[config.mk]
export PLATFORM = sky130hd
export DESIGN_NAME = dense_layer_seq
export DESIGN_NICKNAME = d
export VERILOG_FILES = /design/src/rtl/dense_layer_seq.sv
export SDC_FILE = /design/constraint.sdc
export NUM_CORES = 2
export LEC_CHECK = 0
export CAP_MARGIN = 20
export CELL_PAD_IN_SITES_DETAIL_PLACEMENT = 1
export CELL_PAD_IN_SITES_GLOBAL_PLACEMENT = 1
export CORE_MARGIN = 4
export CORE_UTILIZATION = 55
export CTS_BUF_LIST = sky130_fd_sc_hd__clkbuf_2
export DETAILED_ROUTE_END_ITERATION = 7
export PLACE_DENSITY = 0.93
export SLEW_MARGIN = 25
export SYNTH_ARGS = -nofsm -noshare
export SYNTH_HDL_FRONTEND = slang
export SYNTH_SLANG_ARGS = --single-unit
export TNS_END_PERCENT = 5
[constraint.sdc]
create_clock -name clk_i -period 26.8 [get_ports clk_i]
set_clock_uncertainty 0.1 [all_clocks]
set_input_delay 4.02 -clock clk_i [delete_from_list [all_inputs] [get_ports clk_i]]
set_output_delay 4.02 -clock clk_i [all_outputs]
set_load 0.005 [all_outputs]
[src/rtl/dense_layer_seq.sv]
// dense_layer_seq: time-multiplexed fully-connected layer, y_j = act(b_j + sum_i w_ji*x_i), one shared multiplier.
// Latency: out_valid rises N_OUT*(N_IN+1)+1 cycles after the input accept edge (67 at defaults).
// Backpressure: in_ready only in IDLE; the result is held in DONE until out_ready; no overlap of jobs.
//
// Ports:
//   clk_i, rst_n_i                   clock (rising edge), asynchronous active-low reset
//   x_i / in_valid_i / in_ready_o    input vector, element i at [BITSIZE*i +: BITSIZE]
//   y_o / out_valid_o / out_ready_i  output vector, neuron j at [BITSIZE*j +: BITSIZE]
//   act_mode_i                       0 = linear, 1 = ReLU (sampled at accept)
//   wr_en_i/wr_bias_i/wr_addr_i/wr_data_i  runtime weight/bias load; wr_err_o pulses on a rejected write
//   sat_flag_o                       any neuron of the current result saturated
//   busy_o                           computation in progress
// All words are sign-magnitude with FRAC_BITS fractional bits.
module dense_layer_seq #(
    parameter int BITSIZE   = 16,
    parameter int N_IN      = 10,
    parameter int N_OUT     = 6,
    parameter int FRAC_BITS = 8,
    parameter int ACC_GUARD = 8,
    parameter int ADDR_W    = 7
) (
    input  logic                       clk_i,
    input  logic                       rst_n_i,
    input  logic [BITSIZE*N_IN-1:0]    x_i,
    input  logic                       in_valid_i,
    output logic                       in_ready_o,
    output logic [BITSIZE*N_OUT-1:0]   y_o,
    output logic                       out_valid_o,
    input  logic                       out_ready_i,
    input  logic                       act_mode_i,
    input  logic                       wr_en_i,
    input  logic                       wr_bias_i,
    input  logic [ADDR_W-1:0]          wr_addr_i,
    input  logic [BITSIZE-1:0]         wr_data_i,
    output logic                       wr_err_o,
    output logic                       sat_flag_o,
    output logic                       busy_o
);

    localparam int NW = N_IN * N_OUT;
    localparam int AW = BITSIZE + ACC_GUARD;   // accumulator width
    localparam int MW = BITSIZE - 1;           // magnitude width
    localparam int PW = 2 * MW;                // full product magnitude width
    localparam int IW = (N_IN  > 1) ? $clog2(N_IN)  : 1;
    localparam int JW = (N_OUT > 1) ? $clog2(N_OUT) : 1;
    localparam int WW = (NW    > 1) ? $clog2(NW)    : 1;
    localparam logic [AW-1:0] MAX_MAG = AW'((2 ** MW) - 1);

    typedef enum logic [1:0] {S_IDLE, S_MAC, S_BIAS, S_DONE} state_t;

    state_t state_q, state_d;

    logic [BITSIZE-1:0]     w_q [NW];
    logic [BITSIZE-1:0]     b_q [N_OUT];
    logic [BITSIZE-1:0]     x_q [N_IN];
    logic [BITSIZE-1:0]     y_q [N_OUT];
    logic [IW-1:0]          i_q;
    logic [JW-1:0]          j_q;
    logic [WW-1:0]          wi_q;      // flat weight index j*N_IN+i, advances with every product
    logic signed [AW-1:0]   acc_q;
    logic                   act_q;
    logic                   sat_q;
    logic                   out_valid_q;
    logic                   wr_err_q;

    logic accept;
    logic wr_ok;
    logic i_last;
    logic j_last;

    assign in_ready_o  = (state_q == S_IDLE) && rst_n_i;
    assign accept      = in_valid_i && in_ready_o;
    assign out_valid_o = out_valid_q;
    assign wr_err_o    = wr_err_q;
    assign sat_flag_o  = sat_q;
    assign busy_o      = (state_q == S_MAC) || (state_q == S_BIAS);
    assign i_last      = (i_q == IW'(N_IN - 1));
    assign j_last      = (j_q == JW'(N_OUT - 1));

    // Parameters may only change while no computation is reading them.
    assign wr_ok = wr_en_i && ((state_q == S_IDLE) || (state_q == S_DONE)) &&
                   (wr_bias_i ? (int'(wr_addr_i) < N_OUT) : (int'(wr_addr_i) < NW));

    // ---------------- datapath arithmetic ----------------
    logic [BITSIZE-1:0]   w_cur, x_cur, b_cur;
    logic [PW-1:0]        pmag, pshift;
    logic [AW-1:0]        pext, bmag;
    logic signed [AW-1:0] prod_acc, bias_acc, sum, sum_act;
    logic [AW-1:0]        sum_mag;
    logic                 sum_neg, sat_n;
    logic [BITSIZE-1:0]   y_new;

    assign w_cur = w_q[wi_q];
    assign x_cur = x_q[i_q];
    assign b_cur = b_q[j_q];

    always_comb begin
        pmag     = PW'(w_cur[MW-1:0]) * PW'(x_cur[MW-1:0]);
        pshift   = pmag >> FRAC_BITS;                 // truncation toward zero on the magnitude
        pext     = AW'(pshift);
        prod_acc = (w_cur[MW] ^ x_cur[MW]) ? -$signed(pext) : $signed(pext);

        bmag     = AW'(b_cur[MW-1:0]);
        bias_acc = b_cur[MW] ? -$signed(bmag) : $signed(bmag);
        sum      = acc_q + bias_acc;
        sum_act  = (act_q && sum[AW-1]) ? '0 : sum;

        sum_neg  = sum_act[AW-1];
        sum_mag  = sum_neg ? AW'(-sum_act) : AW'(sum_act);
        sat_n    = (sum_mag > MAX_MAG);

        if (sat_n) begin
            y_new = {sum_neg, {MW{1'b1}}};
        end else if (sum_mag == '0) begin
            y_new = '0;                               // never emit -0
        end else begin
            y_new = {sum_neg, sum_mag[MW-1:0]};
        end
    end

    // ---------------- FSM ----------------
    always_ff @(posedge clk_i or negedge rst_n_i) begin
        if (!rst_n_i) state_q <= S_IDLE;
        else          state_q <= state_d;
    end

    always_comb begin
        state_d = state_q;
        case (state_q)
            S_IDLE:  if (accept) state_d = S_MAC;
            S_MAC:   if (i_last) state_d = S_BIAS;
            S_BIAS:  state_d = j_last ? S_DONE : S_MAC;
            S_DONE:  if (out_valid_q && out_ready_i) state_d = S_IDLE;
            default: state_d = S_IDLE;
        endcase
    end

    // ---------------- compute registers ----------------
    always_ff @(posedge clk_i or negedge rst_n_i) begin
        if (!rst_n_i) begin
            for (int k = 0; k < N_IN; k++)  x_q[k] <= '0;
            for (int k = 0; k < N_OUT; k++) y_q[k] <= '0;
            i_q         <= '0;
            j_q         <= '0;
            wi_q        <= '0;
            acc_q       <= '0;
            act_q       <= 1'b0;
            sat_q       <= 1'b0;
            out_valid_q <= 1'b0;
        end else begin
            // out_valid registers one cycle after DONE is entered and drops on the handshake edge.
            out_valid_q <= (state_q == S_DONE) && (state_d == S_DONE);
            case (state_q)
                S_IDLE: begin
                    if (accept) begin
                        for (int k = 0; k < N_IN; k++) x_q[k] <= x_i[BITSIZE*k +: BITSIZE];
                        act_q <= act_mode_i;
                        i_q   <= '0;
                        j_q   <= '0;
                        wi_q  <= '0;
                        acc_q <= '0;
                        sat_q <= 1'b0;
                    end
                end
                S_MAC: begin
                    acc_q <= acc_q + prod_acc;
                    i_q   <= i_last ? '0 : i_q + 1'b1;
                    if (wi_q != WW'(NW - 1)) wi_q <= wi_q + 1'b1;
                end
                S_BIAS: begin
                    y_q[j_q] <= y_new;
                    sat_q    <= sat_q | sat_n;
                    acc_q    <= '0;
                    if (!j_last) j_q <= j_q + 1'b1;
                end
                default: ;
            endcase
        end
    end

    // ---------------- parameter memory ----------------
    always_ff @(posedge clk_i or negedge rst_n_i) begin
        if (!rst_n_i) begin
            for (int k = 0; k < NW; k++)    w_q[k] <= '0;
            for (int k = 0; k < N_OUT; k++) b_q[k] <= '0;
            wr_err_q <= 1'b0;
        end else begin
            wr_err_q <= wr_en_i && !wr_ok;
            if (wr_ok) begin
                if (wr_bias_i) begin
                    for (int k = 0; k < N_OUT; k++)
                        if (wr_addr_i == ADDR_W'(k)) b_q[k] <= wr_data_i;
                end else begin
                    for (int k = 0; k < NW; k++)
                        if (wr_addr_i == ADDR_W'(k)) w_q[k] <= wr_data_i;
                end
            end
        end
    end

    always_comb begin
        y_o = '0;
        for (int k = 0; k < N_OUT; k++) y_o[BITSIZE*k +: BITSIZE] = y_q[k];
    end

endmodule

* After elaboration in Yosys (flattened, before gate mapping)
Cells that the tools add are included.
Cells by class: equal/unequal tests 69, $add $sub $neg 8, muxes and demuxes 37, bitwise gates (word level) 6, order comparisons 7, reductions and logical operators 90, $mul 1
Operator list (count):
- AND reduction 3 bit | 68
- == test 7 x 6 -> 1 bit (second input constant) | 28
- two-way mux 16 bit | 9
- two-way mux 24 bit | 5
- == test 7 x 5 -> 1 bit (second input constant) | 16
- binary-select mux 16 bit (select 6 bit) | 1
- bitwise mux 96 bit | 1
- case mux 24 bit (3 select lines) | 1
- binary-select mux 16 bit (select 4 bit) | 1
- == test 7 x 4 -> 1 bit (second input constant) | 8
- adder 24 bit | 2
- binary-select mux 16 bit (select 3 bit) | 1
- demux 16 bit (select 3 bit) | 1
- multiplier 15 x 15 -> 30 bit | 1
- == test 7 x 3 -> 1 bit (second input constant) | 4
- > comparator 24 x 15 -> 1 bit (second input constant) | 1
- logical NOT 24 bit | 1
- negation 15 -> 24 bit | 1
- negation 22 -> 24 bit | 1
- negation 24 bit | 1
- == test 7 x 2 -> 1 bit (second input constant) | 2
- two-way mux 6 bit | 2
- case mux 6 bit (2 select lines) | 1
- logical AND 1 bit | 9
- 38 further kinds | 52
Word-level totals: logic and storage cells 309, bits in registers 1355, input port bits 190, output and inout port bits 101

* Depth between registers and ports, before layout
depth in word-level cells 15, mapped depth 52, mapped depth without buffers 44

* Least setup slack after synthesis
OpenSTA, ideal clock, no wires.
kind register -> register, start point reg wi_q[0], end point reg acc_q[23], clock period less this slack 11917 ps, required time 26632 ps, data arrival time 11749 ps, setup slack 14883 ps, path buffers 7, stages on the path, launching flop included 49, setup time 68 ps, cell sequence dfrtp_1 buf_4 buf_4 buf_4 buf_2 clkbuf_1 buf_2 buf_1 mux4_2 mux4_2 nand2_1 nand2_1 o21ai_1 nor2_1 fa_1 inv_1 fa_1 inv_1 (+13 left out) a311oi_1 a21oi_1 o311ai_1 o2111ai_1 or3_1 or2_1 inv_1 a21oi_1 xnor2_1 ha_1 o41a_1 o31ai_1 a21oi_1 a211oi_1 nand3_1 a211oi_1 nor2_1 nand2_1
Between the ends: word-level cells in the longest chain between the ends 9, elaborated cells on any way between the ends 10, those cells by class add/sub (2); mul (1); mux (5); bitwise (2)
RTL lines:
- from (decl) | line 59 | logic [WW-1:0] wi_q;
- from (signal assigned) | line 168 | if (wi_q != WW'(NW - 1)) wi_q <= wi_q + 1'b1;
- NOT 6 -> 7 bit (implied by the code) * | line 93 | assign w_cur = w_q[wi_q];
- binary-select mux 16 bit (select 6 bit) * | line 93
- two-way mux 16 bit (implied by the code) * (2 in a row) | line 93
- multiplier 15 x 15 -> 30 bit | line 98 | pmag = PW'(w_cur[MW-1:0]) * PW'(x_cur[MW-1:0]);
- negation 22 -> 24 bit | line 101 | prod_acc = (w_cur[MW] ^ x_cur[MW]) ? -$signed(pext) : $signed(pext);
- two-way mux 24 bit * | line 101
- adder 24 bit * | line 166 | acc_q <= acc_q + prod_acc;
- case mux 24 bit (3 select lines) * | line 153 | case (state_q)
- to (signal assigned) | line 166
- to (decl) | line 60 | logic signed [AW-1:0] acc_q;
Mark *: on every way between the ends. The rest lies on a longest branch, timed or not. The select of a mux whose other input is x is not followed. A chain may end at the register's enable or synchronous reset.

* Worst setup path in the final report
Ends and elaborated chain as after synthesis.

==> out/results.ini <==
[status]
run_status=finished, violations left
violated_checks=DRC

[critical_path]
worst-path-buf-inv=8
worst-path-max-fanout=44
crit_path_end_kind=flop
crit_type=reg2reg
crit_slowest_cell=dfrtp_4
timing.critical_path.required_ns=28.38
critical_path.top_delay_family=compound AO/OA/AOI/OAI gates
critPathMaxStageDelay_ns=1.01
critical_path.startpoint_type=flop
crit_arrival_ns=15.82

[logic_synthesis]
yosys.cell_types.count=102
number_of_nets_produced_by_synthesis=6299
netlist_area_um2=72100
synth-async-reset-ratio_pct=100
syn_area_per_cell_um2=12.5
synth_edf_count=0
top_cell_type_by_total_area_after_synthesis=dfrtp_1
postSynth.topFlopCell=dfrtp_1
seq_area_frac_synth_pct=47.0
postSynthRegisterBits=1355
synth.top_cells.by_area=dfrtp_1 (47%), mux2_2 (17%), mux4_2 (9.5%)
number_of_instances_in_the_synthesized_netlist=5790
synthesis.yosys.warnings=0
ys_top_cells_by_count=dfrtp_1 (1355), mux2_2 (1110), nand2_1 (797)
synth_largest_type_area_fraction_pct=47.0
most_numerous_cell_in_the_yosys_netlist=dfrtp_1

[global_routing]
met3_usage_pct=10.4
initial_antenna_violation_count=27
grt_most_used_layer=met2
grt.met2_usage_pct=61.0
grt_ovf=0
first_pass_grt_wire_length_mm=386
grt_use_total_pct=37.4
grt_pass1_vias=60500
grt_start_max_net_pins=184
grt_use_met1_pct=43.1

[power_and_ir_drop]
power.density_cell_area_nw_per_um2=46.6
worst_ir_drop_vdd_uv=37.8
p_leak_nw=40.6

[floorplanning]
placement_rows=132
die_width_um=370
die_h_um=370
design.core.area_um2=130000
initial_utilization_pct=55.6
number_of_top_level_pins=291
floorplan.die_area_um2=137000

[routing]
drt-vias-per-instance=6.86
detailedRoute.firstPassIterationCount=8
remaining_drc_errors=40
wirelength_mm=276
detail_route.iter0.violations=6808
per_cell_routed_wire_length_um=33.9
antenna_left=0
num_vias=55900

[clocking]
post_cts.resized_instances=0
clkSlewWorstSetupHoldPaths_ns=0.13
cts_max_level=5
clock-sinks=1355
setup_fix_bufs_post_cts=0
clk_root_buffer_cell=clkbuf_2
clk_path_buf_depth=4
worstSkewPairLatency_ns=1.99
cts-buffers-inserted=364
tritoncts=done
postCtsHoldBufs=0

[placement]
post-dp-hpwl_mm=160
gp_congestion=0.935
placement.setup.worst_slack_ns=13.06
portBuffers=290

[sta]
final-setup-viol-count=0
finalWorstPathRequiredPeriod_ns=14.25
final.period_utilization_pct=53.2
final_hold_viol_count=0
timing.setup.tns_ns=0
layout_setup_ws_ns=12.55
maxClockFrequency_mhz=70.2
grt_setup_unrepaired=false
relSlewSlack_pct=11.8
drv_slew=0
worst_slew_pin_slew_ns=1.29

[worst_hold_path]
holdCritPathClass=reg2reg

[run]
cap_violations=0

[layout]
nets=6647
area_growth_syn_to_layout_pct=10.4
layout-drive-gt1-share_pct=33.8
fillerInstances=12900

==> cell usage in the layout, fill, tap and decap left out, types with 22 or more instances in the layout <==
master,count
nor3_1,35
o22ai_1,22
fa_1,168
mux2i_1,55
a21o_1,37
ha_1,151
o21ai_0,88
clkinv_1,70
nor2b_1,41
nand3_1,43
buf_4,88
dfrtp_1,1350
diode_2,43
xor2_1,33
a22oi_1,26
nor2_1,217
clkdlybuf4s50_1,273
mux2_2,1110
clkbuf_2,514
and2_1,34
a21oi_1,141
inv_1,254
xnor2_1,48
nand2_1,778
nand2b_1,29
o21ai_1,35
mux4_2,305
==> where the power goes <==
group          internal, mW  switching [mW]  total (mW)
combinational        0.0328          0.0888       0.122
sequential             2.05         0.00136        2.05
clock                 0.545           0.994        1.54
total                  2.62            1.08        3.71
==> per-stage QoR <==
stage | area [µm²] | std cells | hold WS, ns | total power, mW | utilization (%)
after CTS | 79400 | 8108 | 0.386 | 3.66 | 61.1
after detailed placement | 76400 | 7512 | 0.362 | 2.20 | 58.8
after global routing | 79600 | 8127 | 0.401 | 3.83 | 61.3
after global placement | 76300 | 7512 | 0.352 | 2.20 | 58.8
final | 79600 | 8153 | 0.387 | 3.71 | 61.3
after floorplan | 72100 | 5790 | 0.340 | 2.11 | -
==> tightest hold or removal path, delay by kind of cell (launching register included) <==
kind | cells | cell delay (ns)
flops | 1 | 0.35
simple gates | 2 | 0.11
==> worst paths after layout <==
| kind | start | to | slack (ns) | cells after the start |
|---|---|---|---|---|
| worst min-delay path | x_q[40] | x_q[40] | 0.39 | 2 |
| min in group asynchronous | rst_n_i | x_q[78] | 2.02 | 1 |
| worst max register to register | wi_q[0] | acc_q[23] | 12.55 | 44 |
| worst max-delay path | wi_q[0] | acc_q[23] | 12.55 | 44 |
| worst min register to register | x_q[40] | x_q[40] | 0.39 | 2 |
| max in group asynchronous | rst_n_i | y_o[78] | 21.15 | 5 |
==> sequential cells by signal, indices dropped and copies added, names as in the netlist <==
name,flops
j_q,3
state_q,2
wi_q,6
act_q,1
b_q,96
acc_q,24
i_q,4
w_q,960
out_valid_o,1
y_o,96
x_q,160
wr_err_o,1
sat_flag_o,1
==> kinds of logic (layout without fill, tap and decap cells) <==
| logic type | count (synthesis) | count (layout) | synth area share, % |
|---|---|---|---|
| XOR/XNOR | 83 | 83 | 1.03 |
| adder cells (fa/ha/maj) | 319 | 319 | 7.28 |
| AND/OR/NAND/NOR | 1333 | 1333 | 8.10 |
| flip-flops | 1355 | 1355 | 47.0 |
| buffers and inverters | 660 | 1238 | 3.61 |
| multiplexers | 1472 | 1472 | 27.7 |
| AO/OA/AOI/OAI | 568 | 568 | 5.31 |
| other | 0 | 43 | 0 |
==> layer usage <==
metal	part of all wire (%)	vias to the layer above
met5	0.077	-
met4	9.1	20
met3	10	1748
met2	47	4267
met1	34	28600
li1	-	21300
==> cell type report <==
type	count	area [µm²]	share of cell area [%]
Clock inverter	82	422	0.530
Inverter	256	961	1.21
Antenna cell	43	108	0.135
Clock buffer	514	2570	3.23
Multi-Input combinational cell	3775	35800	44.9
Sequential cell	1355	33900	42.6
Tap cell	1742	2180	2.74
Timing Repair Buffer	386	3680	4.63
Note: power is estimated with default switching activity, not from simulation.
